$ cat config.mk
export PLATFORM = sky130hd
export DESIGN_NAME = pacoblaze_interrupt_controller
export DESIGN_NICKNAME = d
export VERILOG_FILES = /design/src/rtl/pacoblaze_interrupt_controller.sv
export SDC_FILE = /design/constraint.sdc
export NUM_CORES = 1
export LEC_CHECK = 0
export ABC_CLOCK_PERIOD_IN_PS = 2400
export CORE_MARGIN = 2
export CORE_UTILIZATION = 49
export DETAILED_ROUTE_END_ITERATION = 8
export GPL_TIMING_DRIVEN = 0
export HOLD_SLACK_MARGIN = 0.08
export PLACE_DENSITY = 0.91
export SLEW_MARGIN = 0
export SYNTH_ARGS = -nofsm -noshare
export SYNTH_HDL_FRONTEND = slang
export SYNTH_SLANG_ARGS = --single-unit
$ cat constraint.sdc
create_clock -name clk -period 2.4 [get_ports clk]
set_clock_uncertainty 0.15 [all_clocks]
set_input_delay 0.48 -clock clk [delete_from_list [all_inputs] [get_ports clk]]
set_output_delay 0.48 -clock clk [all_outputs]
set_load 0.1 [all_outputs]
$ cat src/rtl/pacoblaze_interrupt_controller.sv
// Fixed-priority interrupt controller for the pacoblaze3 interrupt/interrupt_ack pair.
// Latches source events, raises one request at a time and exposes its registers on the core I/O bus.
module pacoblaze_interrupt_controller #(
  parameter int unsigned NUM_SRC   = 4,
  parameter logic [7:0]  MASK_PORT = 8'h08,
  parameter logic [7:0]  VEC_PORT  = 8'h09,
  parameter logic [7:0]  EOI_PORT  = 8'h0A,
  parameter logic [7:0]  STAT_PORT = 8'h0B
) (
  input  logic               clk,
  input  logic               reset_n,
  input  logic [NUM_SRC-1:0] src_event,
  input  logic [7:0]         port_id,
  input  logic               write_strobe,
  input  logic               read_strobe,
  input  logic [7:0]         out_port,
  output logic [7:0]         in_port,
  output logic               interrupt,
  input  logic               interrupt_ack
);

  typedef enum logic [1:0] {
    IDLE    = 2'd0,
    REQ     = 2'd1,
    SERVICE = 2'd2
  } state_t;

  state_t state_reg, state_next;

  logic [NUM_SRC-1:0] mask_reg;
  logic [NUM_SRC-1:0] pending_reg, pending_next;
  logic [NUM_SRC-1:0] overrun_reg, overrun_next;
  logic [NUM_SRC-1:0] eligible;
  logic [NUM_SRC-1:0] ack_clear;
  logic [7:0]         vector_reg, vector_next;
  logic               interrupt_next;
  logic [2:0]         grant_id;
  logic               grant_valid;
  logic               ack_take;
  logic               mask_wr;
  logic               eoi_wr;
  logic               stat_rd;
  logic [7:0]         mask_ext;
  logic [7:0]         stat_word;
  logic [7:0]         read_mux;
  logic               unused_bits;

  assign mask_wr  = write_strobe && (port_id == MASK_PORT);
  assign eoi_wr   = write_strobe && (port_id == EOI_PORT);
  assign stat_rd  = read_strobe  && (port_id == STAT_PORT);
  assign eligible = pending_reg & mask_reg;

  // Bits above NUM_SRC of the write data have no register behind them.
  assign unused_bits = ^out_port;

  // Lowest index wins: scan downward so the last hit is the smallest set bit.
  always_comb begin
    grant_valid = 1'b0;
    grant_id    = 3'd0;
    for (int i = NUM_SRC - 1; i >= 0; i--) begin
      if (eligible[i]) begin
        grant_valid = 1'b1;
        grant_id    = 3'(i);
      end
    end
  end

  assign ack_take = (state_reg == REQ) && interrupt_ack && grant_valid;

  // Per-source latches: a new event always wins over the ack clear or the status-read clear.
  generate
    for (genvar gi = 0; gi < NUM_SRC; gi++) begin : g_src
      assign ack_clear[gi]    = ack_take && (grant_id == 3'(gi));
      assign pending_next[gi] = src_event[gi] | (pending_reg[gi] & ~ack_clear[gi]);
      assign overrun_next[gi] = (src_event[gi] & pending_reg[gi]) | (overrun_reg[gi] & ~stat_rd);
    end
  endgenerate

  always_comb begin
    state_next     = state_reg;
    interrupt_next = 1'b0;
    vector_next    = vector_reg;
    case (state_reg)
      IDLE: begin
        if (|eligible) begin
          state_next     = REQ;
          interrupt_next = 1'b1;
        end
      end
      REQ: begin
        if (interrupt_ack) begin
          state_next  = SERVICE;
          vector_next = grant_valid ? {1'b1, 4'b0000, grant_id} : 8'hFF;
        end else if (!(|eligible)) begin
          state_next = IDLE;
        end else begin
          interrupt_next = 1'b1;
        end
      end
      SERVICE: begin
        if (eoi_wr) begin
          state_next  = IDLE;
          vector_next = {1'b0, vector_reg[6:0]};
        end
      end
      default: begin
        state_next = IDLE;
      end
    endcase
  end

  assign mask_ext  = 8'(mask_reg);
  assign stat_word = 8'((16'(overrun_reg) << NUM_SRC) | 16'(pending_reg));

  always_comb begin
    read_mux = 8'h00;
    case (port_id)
      MASK_PORT: read_mux = mask_ext;
      VEC_PORT:  read_mux = vector_reg;
      STAT_PORT: read_mux = stat_word;
      default:   read_mux = 8'h00;
    endcase
  end

  always_ff @(posedge clk) begin
    if (!reset_n) begin
      state_reg   <= IDLE;
      interrupt   <= 1'b0;
      in_port     <= 8'h00;
      mask_reg    <= '0;
      pending_reg <= '0;
      overrun_reg <= '0;
      vector_reg  <= 8'h00;
    end else begin
      state_reg   <= state_next;
      interrupt   <= interrupt_next;
      in_port     <= read_mux;
      pending_reg <= pending_next;
      overrun_reg <= overrun_next;
      vector_reg  <= vector_next;
      if (mask_wr) begin
        mask_reg <= out_port[NUM_SRC-1:0];
      end
    end
  end

endmodule

==> flow_summary.toml, run 1 <==
[worst_setup_path]
reg2reg_depth = 4
timing.critical_path.arrival_ps = 1520
timing.critical_path.from_type = "flop"
end_kind = "primary output"
timing.critical_path.depth = 1
critical_path.cell_chain = "dlygate4sd2_1"
r2r-end = "pending_reg[3]"
crit_path_end = "in_port[1]"
critical-path-max-stage-delay_ps = 860
critical_path_required_ps = 1770
worstSetupPathType = "reg -> out"
cp_max_fo = 1
launch_point_of_the_worst_path = "in_port[1]"
regToRegSetupSlack_ps = 960
critical_path_buf_inv_count = 1
path_delay_family = "buffers and inverters"
rr_startpoint = "state_reg[0]"
worst_path_max_delay_cell = "dlygate4sd2_1"

[die]
placeableCoreArea_um2 = 2190
fp.dieH_um = 52.0
die_width_um = 52.0
io_pins = 34
initial_standard_cell_utilization_of_the_core_pct = 51.5
area_of_the_die_um2 = 2700
row_count = 17

[yosys]
yosys_warnings = 0
postSynthAreaPerCell_um2 = 9.10
dominantRegCellSynth = "dfxtp_1"
mappedNetlistArea_um2 = 1130
post_synth_main_area_contributors = "dfxtp_1 (48%), nand2_1 (7.3%), a21oi_1 (4.4%)"
library_cell_with_the_largest_summed_area_after_synthesis = "dfxtp_1"
number_of_nets_in_the_synthesized_netlist = 149
synthesis.instances = 124
synth.yosys.seq_area_share_pct = 47.9
yosys.cell_count.top_type = "dfxtp_1"
synth_cell_type_count = 31
synth.cells.most_frequent = "dfxtp_1 (27), nand2_1 (22), a21oi_1 (10)"
number_of_synthesized_flops_with_an_enable_pin = 0
synth-async-reset-ratio_pct = 0
netlist.area_leader.share_pct = 47.9
synth_seq_cells = 27

[timing]
worst-slew-pin-transition_ps = 970
finalWorstPathRequiredPeriod_ps = 2150
fmax_ghz = 0.466
timing_hold_violations_final = 0
timing.slew.headroom_pct = 35.6
grt_setup_unrepaired = "false"
final-setup-viol-count = 0
final.setup.worst_slack_ps = 255
report.final.slew_viol_count = 0
totalNegativeSetupSlack_ps = 0
finalCritPeriodShare_pct = 89.4
hold_slack_ps = 333

[power_and_ir_drop]
cellLeakagePower_nw = 0.551
vdd.ir_drop.worst_uv = 434
power.density_cell_area_nw_per_um2 = 509

[cts]
max-clock-path-buffers = 2
clock_latency_at_the_later_pin_of_the_worst_skew_pair_ps = 320
clock_tree_from_tritoncts = "done"
cts-htree-levels = 1
clk_transition_reported_paths_ps = 140
cts.hold.buffers_added = 0
cts_root_buffer = "clkbuf_4"
clock_sinks = 27
cts_buf_count = 3

[drt]
drt-pass1-iter-count = 5
drt_wl_total_mm = 2.62
initialDrtViolationCount = 37
routed_via_density = 5.88
wire_per_inst_um = 14.2
drc = 0
detail-route-antenna-nets = 0
dr_total_vias = 1082

[final_layout]
nNetsFinal = 182
largest_register_ffs = 8
area_growth_pct = 29.3
antennaDiodeCount = 0
drive_gt1_share_pct = 5.77
postLayoutCellArea_um2 = 1460
regMostFlops = "in_port"
fillerInstances = 193

[global_route]
global_route_wire_length_before_repair_mm = 4.26
vias_in_the_first_global_route = 983
largest_net_degree_at_the_start_of_global_routing = 15
antenna_found_initial = 0
grt.total_usage_pct = 21.3
overflow = 0

[placed_design]
place.gp.congestion = 0.848
post_dp_cell_area_um2 = 1440
io_buffer_count = 28
placement.setup.worst_slack_ps = 184
hpwlAfterDp_mm = 2.02

[outcome]
outcome = "completed"

[hold_path]
min_path_type = "reg -> reg"

[job]
maxCapViolations = 0
cells by family after synthesis:
logic type,synth area share [%]
AND/OR/NAND/NOR,21.1
AO/OA/AOI/OAI,19.8
buffers and inverters,2.77
flip-flops,47.9
multiplexers,8.43
cell usage in the layout (no fill, tap or decap):
master and n:
dfxtp_1 27, nand2_1 22, clkdlybuf4s50_1 19, a21oi_1 10
dlygate4sd2_1 9, nor2_1 7, mux2i_1 5, a22oi_1 5
clkbuf_1 4, inv_1 4, o21ai_0 4, a31oi_1 4
a311oi_1 4, and2_1 3, mux2_2 3, clkbuf_4 3
o21a_1 2, nor2b_1 2, and3_1 2, nand4_1 2
a2111oi_0 2, or4_4 1, nand4bb_1 1, nor3_4 1
and3b_1 1, a21boi_0 1, nor4_1 1, buf_2 1
nand3b_1 1, nand2b_1 1, nand3_1 1, a41oi_1 1
o211ai_1 1, mux2_1 1
cell type report:
| cell class | count | area (um^2) | area share [%] |
|---|---|---|---|
| plain buffers | 4 | 16.3 | 1.11 |
| clock buffers | 4 | 26.3 | 1.80 |
| well taps | 28 | 35.0 | 2.40 |
| inverters | 4 | 15.0 | 1.03 |
| flip-flops and latches | 27 | 541 | 37.0 |
| multi-input cells | 89 | 557 | 38.2 |
| repair buffers | 28 | 269 | 18.4 |
report_power, final:
group          switching (mW)  leakage, nW  internal, mW  total (mW)
Sequential            0.00903        0.219         0.458       0.467
Combinational          0.0353        0.317        0.0459      0.0812
Clock                   0.129       0.0150        0.0651       0.194
Total                   0.173        0.551         0.569       0.742
routing by layer:
layer / global-route usage, % / vias up / share of wire [%] / wire length (um)
met1: 24.0 / 497 / 38 / 999
met3: 2.87 / 8 / 6.9 / 182
met5: 0 / - / 0 / 0
met4: 11.4 / 0 / 2.7 / 70
li1: - / 515 / - / -
met2: 38.4 / 62 / 52 / 1370
worst min-delay path by stage:
stage / from / endpoint / slack (ps) / cells past startpoint
after floorplan: vector_reg[0] / vector_reg[0] / 280 / 2
after global placement: state_reg[1] / state_reg[0] / 300 / 1
after detailed placement: vector_reg[1] / vector_reg[1] / 320 / 2
after CTS: vector_reg[0] / vector_reg[0] / 330 / 2
after global routing: overrun_reg[2] / in_port[6] / 360 / 2
final: overrun_reg[2] / in_port[6] / 330 / 2
through the flow:
step	cells	total power, mW	util (%)
floorplan	124	0.509	-
global placement	180	0.553	65.9
detailed placement	180	0.557	65.9
CTS	184	0.745	66.6
global route	184	0.769	66.6
finish	184	0.742	66.6
what timing repair did:
| action | CTS | global route |
|---|---|---|
| setup endpoints to repair | 9 | 0 |
| resized for setup | 9 | 0 |
| setup buffers | 0 | 0 |
(Power assumes the default switching activity.)
==> run 2: changes to the inputs <==
- CORE_ASPECT_RATIO: unset -> 0.9
==> run 2 against run 1 <==
Compared with the run above: die area barely moved; register-to-register slack hardly changed; clock-buffer cell count unchanged; core utilization increased by 0.21 points; combinational power is 0.5% higher; worst hold slack better by 2.0 ps; routed wire length increased by 4.5%; cell count down 0.54%; first-iteration DRC count is the same; critical path depth unchanged; sequential power about the same; non-clock buffer count stayed put.
==> flow_summary.toml, run 2 (same netlist as run 1, synthesis figures left out) <==
[cts]
clk_transition_reported_paths_ps = 140
cts-htree-levels = 1
clock_sinks = 27
cts_buf_count = 3
clock_tree_from_tritoncts = "done"
clock_latency_at_the_later_pin_of_the_worst_skew_pair_ps = 340
cts.hold.buffers_added = 0
cts.repair_timing.setup_buffer_count = 0
max-clock-path-buffers = 2
cts_root_buffer = "clkbuf_4"

[worst_setup_path]
r2r-end = "pending_reg[3]"
rr_startpoint = "state_reg[0]"
end_kind = "primary output"
worstSetupPathType = "reg -> out"
reg2reg_depth = 4
critical_path_buf_inv_count = 1
worst_path_max_delay_cell = "dlygate4sd2_1"
timing.critical_path.from_type = "flop"
timing.critical_path.depth = 1
critical_path.cell_chain = "dlygate4sd2_1"
regToRegSetupSlack_ps = 950
cp_max_fo = 1
path_delay_family = "buffers and inverters"
critical-path-max-stage-delay_ps = 870
timing.critical_path.arrival_ps = 1560
critical_path_required_ps = 1770

[timing]
finalWorstPathRequiredPeriod_ps = 2190
timing_hold_violations_final = 0
hold_slack_ps = 335
timing.slew.headroom_pct = 34.5
totalNegativeSetupSlack_ps = 0
finalCritPeriodShare_pct = 91.3
worst-slew-pin-transition_ps = 986
final-setup-viol-count = 0
grt_setup_unrepaired = "false"
report.final.slew_viol_count = 0
fmax_ghz = 0.456

[hold_path]
worstHoldStart = "overrun_reg[2]"
min_delay_path_depth = 2
timing.hold.worst_endpoint = "in_port[6]"
min_path_type = "reg -> reg"

[power_and_ir_drop]
cellLeakagePower_nw = 0.551
total_power_mw = 0.748
p_int_mw = 0.569
vdd.ir_drop.worst_uv = 419
power.switching_fraction_pct = 24.0
power.density_cell_area_nw_per_um2 = 513
comb_power_share_pct = 10.9
power.switching_mw = 0.179
clock_power_share_pct = 26.7
sequentialPowerShare_pct = 62.4

[placed_design]
place_inst = 179
hpwlAfterDp_mm = 2.16
io_buffer_count = 28
place.gp.congestion = 0.867

[final_layout]
regMostFlops = "in_port"
nNetsFinal = 182
stdcell_count = 183
antennaDiodeCount = 0
layout.cells.most_common_list = "dfxtp_1 (27), nand2_1 (22), clkdlybuf4s50_1 (19), a21oi_1 (10), dlygate4sd2_1 (9)"
area_growth_pct = 29.2
drive_gt1_share_pct = 5.77
final_common_cell = "dfxtp_1"
largest_register_ffs = 8

[global_route]
antenna_found_initial = 0
vias_in_the_first_global_route = 1105
grt.total_usage_pct = 22.5
largest_net_degree_at_the_start_of_global_routing = 15
global_route_wire_length_before_repair_mm = 4.46
overflow = 0

[die]
fp.dieH_um = 49.5
area_of_the_die_um2 = 2700
io_pins = 34
placeableCoreArea_um2 = 2180
initial_standard_cell_utilization_of_the_core_pct = 51.7
row_count = 16
die_width_um = 54.6

[drt]
dr_total_vias = 1070
detail-route-antenna-nets = 0
routed_via_density = 5.85
wire_per_inst_um = 15.0
drt-pass1-iter-count = 4
initialDrtViolationCount = 37
drc = 0
drt_wl_total_mm = 2.74

[outcome]
outcome = "completed"

[job]
maxCapViolations = 0
run 2: cell counts in the layout (fill, tap and decap cells not counted):
No cell type changed its count.
run 2: layout make-up:
cell class / instances / area, um^2
Fill cell: 194 / 724
Timing Repair Buffer: 28 / 269
Buffer: 4 / 16.3
Multi-Input combinational cell: 89 / 557
Sequential cell: 27 / 541
Clock buffer: 4 / 26.3
Tap cell: 27 / 33.8
Inverter: 4 / 15.0
run 2: worst reg2reg max path: cells and delay by family, from the launching register on:
family | cells | cell delay [ps]
flip-flops | 1 | 430
buffers and inverters | 1 | 250
AND/OR/NAND/NOR | 2 | 400
AO/OA/AOI/OAI | 1 | 120
run 2: worst max-delay path by stage:
stage,start,endpoint,slack [ps]
detailed placement,port_id[5],mask_reg[0],170
floorplan,port_id[5],mask_reg[0],700
global placement,port_id[5],mask_reg[1],210
finish,in_port[2],in_port[2],210
CTS,in_port[2],in_port[2],210
global route,in_port[2],in_port[2],190
run 2: stage by stage:
stage	util (%)	area (um^2)	worst slack, ps
2_1_floorplan	-	1130	698
3_3_place_gp	66.1	1440	214
3_5_place_dp	66.1	1440	172
4_1_cts	66.8	1460	208
5_1_grt	66.8	1460	191
6_report	66.8	1460	208
run 2: what timing repair did:
item,CTS,global route
setup endpoints to repair,9,0
gates resized for setup,9,0
hold endpoints to repair,0,0
run 2: per-layer routing:
layer | global-route usage, % | share of wire (%) | vias to the layer above | wire length, um
li1 | - | - | 516 | -
met1 | 24.8 | 38 | 494 | 1040
met2 | 40.1 | 52 | 55 | 1440
met3 | 4.55 | 7.7 | 5 | 212
met4 | 9.58 | 1.8 | 0 | 48
met5 | 0 | 0 | - | 0
run 2: power by group through the flow:
stage / Clock [mW] / Combinational, mW / Sequential, mW
after floorplan: 0 / 0.0348 / 0.474
after global placement: 0 / 0.0776 / 0.475
after detailed placement: 0 / 0.0809 / 0.476
after CTS: 0.200 / 0.0812 / 0.466
after global routing: 0.220 / 0.0883 / 0.468
final: 0.200 / 0.0816 / 0.467
==> run 3: changes to the inputs <==
- ABC_CLOCK_PERIOD_IN_PS: 2400 -> 2500
- CORE_UTILIZATION: 49 -> 45
- PLACE_DENSITY: 0.91 -> 0.73
- clock period: 2.4 -> 2.5 ns (I/O delays scaled with it)
==> run 3 against run 2 <==
Compared with the run above: sequential share of layout area is 0.32 points lower; sequential power is 4% lower; non-clock buffer count stayed put; cell count is 0.55% higher; worst setup slack worse by 150 ps; critical path depth stayed put; register-to-register slack better by 110 ps; routed wire length is 7.4% lower; sequential cell count stayed put; largest power group unchanged.
==> flow_summary.toml, run 3 (same netlist as run 1, synthesis figures left out) <==
[cts]
cts.hold.buffers_added = 0
cts_buf_count = 3
clk_transition_reported_paths_ps = 140
cts_root_buffer = "clkbuf_4"
cts-htree-levels = 1
max-clock-path-buffers = 2
clock_latency_at_the_later_pin_of_the_worst_skew_pair_ps = 320
ctsResizeCount = 0
cts.repair_timing.setup_buffer_count = 0
clock_sinks = 27
clock_tree_from_tritoncts = "done"

[die]
initial_standard_cell_utilization_of_the_core_pct = 46.5
area_of_the_die_um2 = 2930
io_pins = 34
placeableCoreArea_um2 = 2420
row_count = 17
fp.dieH_um = 51.5
die_width_um = 56.8

[worst_setup_path]
worst_path_max_delay_cell = "clkdlybuf4s50_1"
timing.critical_path.depth = 1
critical_path.cell_chain = "clkdlybuf4s50_1"
critical-path-max-stage-delay_ps = 1140
end_kind = "primary output"
cp_max_fo = 1
reg2reg_depth = 4
timing.critical_path.arrival_ps = 1790
critical_path_required_ps = 1850
critical_path_buf_inv_count = 1
worstSetupPathType = "reg -> out"
timing.critical_path.from_type = "flop"
path_delay_family = "buffers and inverters"

[final_layout]
area_growth_pct = 30.3
nNetsFinal = 182
drive_gt1_share_pct = 5.77
utilization_pct = 60.6
postLayoutCellArea_um2 = 1470
layout.cells.most_common_list = "clkdlybuf4s50_1 (28), dfxtp_1 (27), nand2_1 (22), a21oi_1 (10), nor2_1 (7)"
largest_register_ffs = 8
antennaDiodeCount = 0
fillerInstances = 217
stdcell_count = 184
final_common_cell = "clkdlybuf4s50_1"
regMostFlops = "in_port"

[placed_design]
io_buffer_count = 28
place_inst = 180
hpwlAfterDp_mm = 2.07
placement.setup.worst_slack_ps = 222
place.gp.congestion = 0.790
post_dp_cell_area_um2 = 1440

[drt]
wire_per_inst_um = 13.8
initialDrtViolationCount = 27
dr_total_vias = 1026
routed_via_density = 5.58
met2WireLength_mm = 1.26
drc = 0
drt-pass1-iter-count = 4
drt_wl_total_mm = 2.54
topRoutingLayerUsed = "met4"
detail-route-antenna-nets = 0
routedLengthMet1_mm = 1.10
met3_routed_length_um = 160

[timing]
grt_setup_unrepaired = "false"
timing.slew.headroom_pct = 33.9
fmax_ghz = 0.410
report.final.slew_viol_count = 0
worst-slew-pin-transition_ps = 988
timing_hold_violations_final = 0
finalCritPeriodShare_pct = 97.6
final-setup-viol-count = 0
final.setup.worst_slack_ps = 60.5
finalWorstPathRequiredPeriod_ps = 2440
hold_slack_ps = 318
totalNegativeSetupSlack_ps = 0

[power_and_ir_drop]
cellLeakagePower_nw = 0.508
power.density_cell_area_nw_per_um2 = 482
vdd.ir_drop.worst_uv = 398
total_power_mw = 0.709

[global_route]
antenna_found_initial = 0
overflow = 0
largest_net_degree_at_the_start_of_global_routing = 15
vias_in_the_first_global_route = 1008
grt.total_usage_pct = 18.8
global_route_wire_length_before_repair_mm = 4.27

[outcome]
outcome = "completed"

[job]
maxCapViolations = 0

[hold_path]
min_path_type = "reg -> reg"
min_delay_path_depth = 2
## run 3: final cells by class
class	count	area, um^2	share of cell area [%]
Buffer	4	16.3	1.11
Multi-Input combinational cell	89	557	37.9
Timing Repair Buffer	28	280	19.1
Tap cell	28	35.0	2.38
Inverter	4	15.0	1.02
Clock buffer	4	26.3	1.79
Sequential cell	27	541	36.8
## run 3: layer usage
layer  vias up  track usage, %
met3         4            4.98
li1        515               -
met4         0            4.65
met5         -               0
met1       476            21.7
met2        31            34.9
## run 3: worst paths after layout
kind                                    start        endpoint  slack [ps]
worst min register to register  vector_reg[0]   vector_reg[0]         320
worst max register to register   state_reg[1]  pending_reg[3]        1060
worst min-delay path            vector_reg[0]   vector_reg[0]         320
worst max-delay path               in_port[2]      in_port[2]          60
## run 3: where the power goes
part	internal, mW	leakage (nW)	switching, mW	total (mW)
sequential	0.439	0.219	0.00871	0.448
clock	0.0624	0.0150	0.120	0.183
combinational	0.0442	0.273	0.0336	0.0778
total	0.546	0.508	0.163	0.709
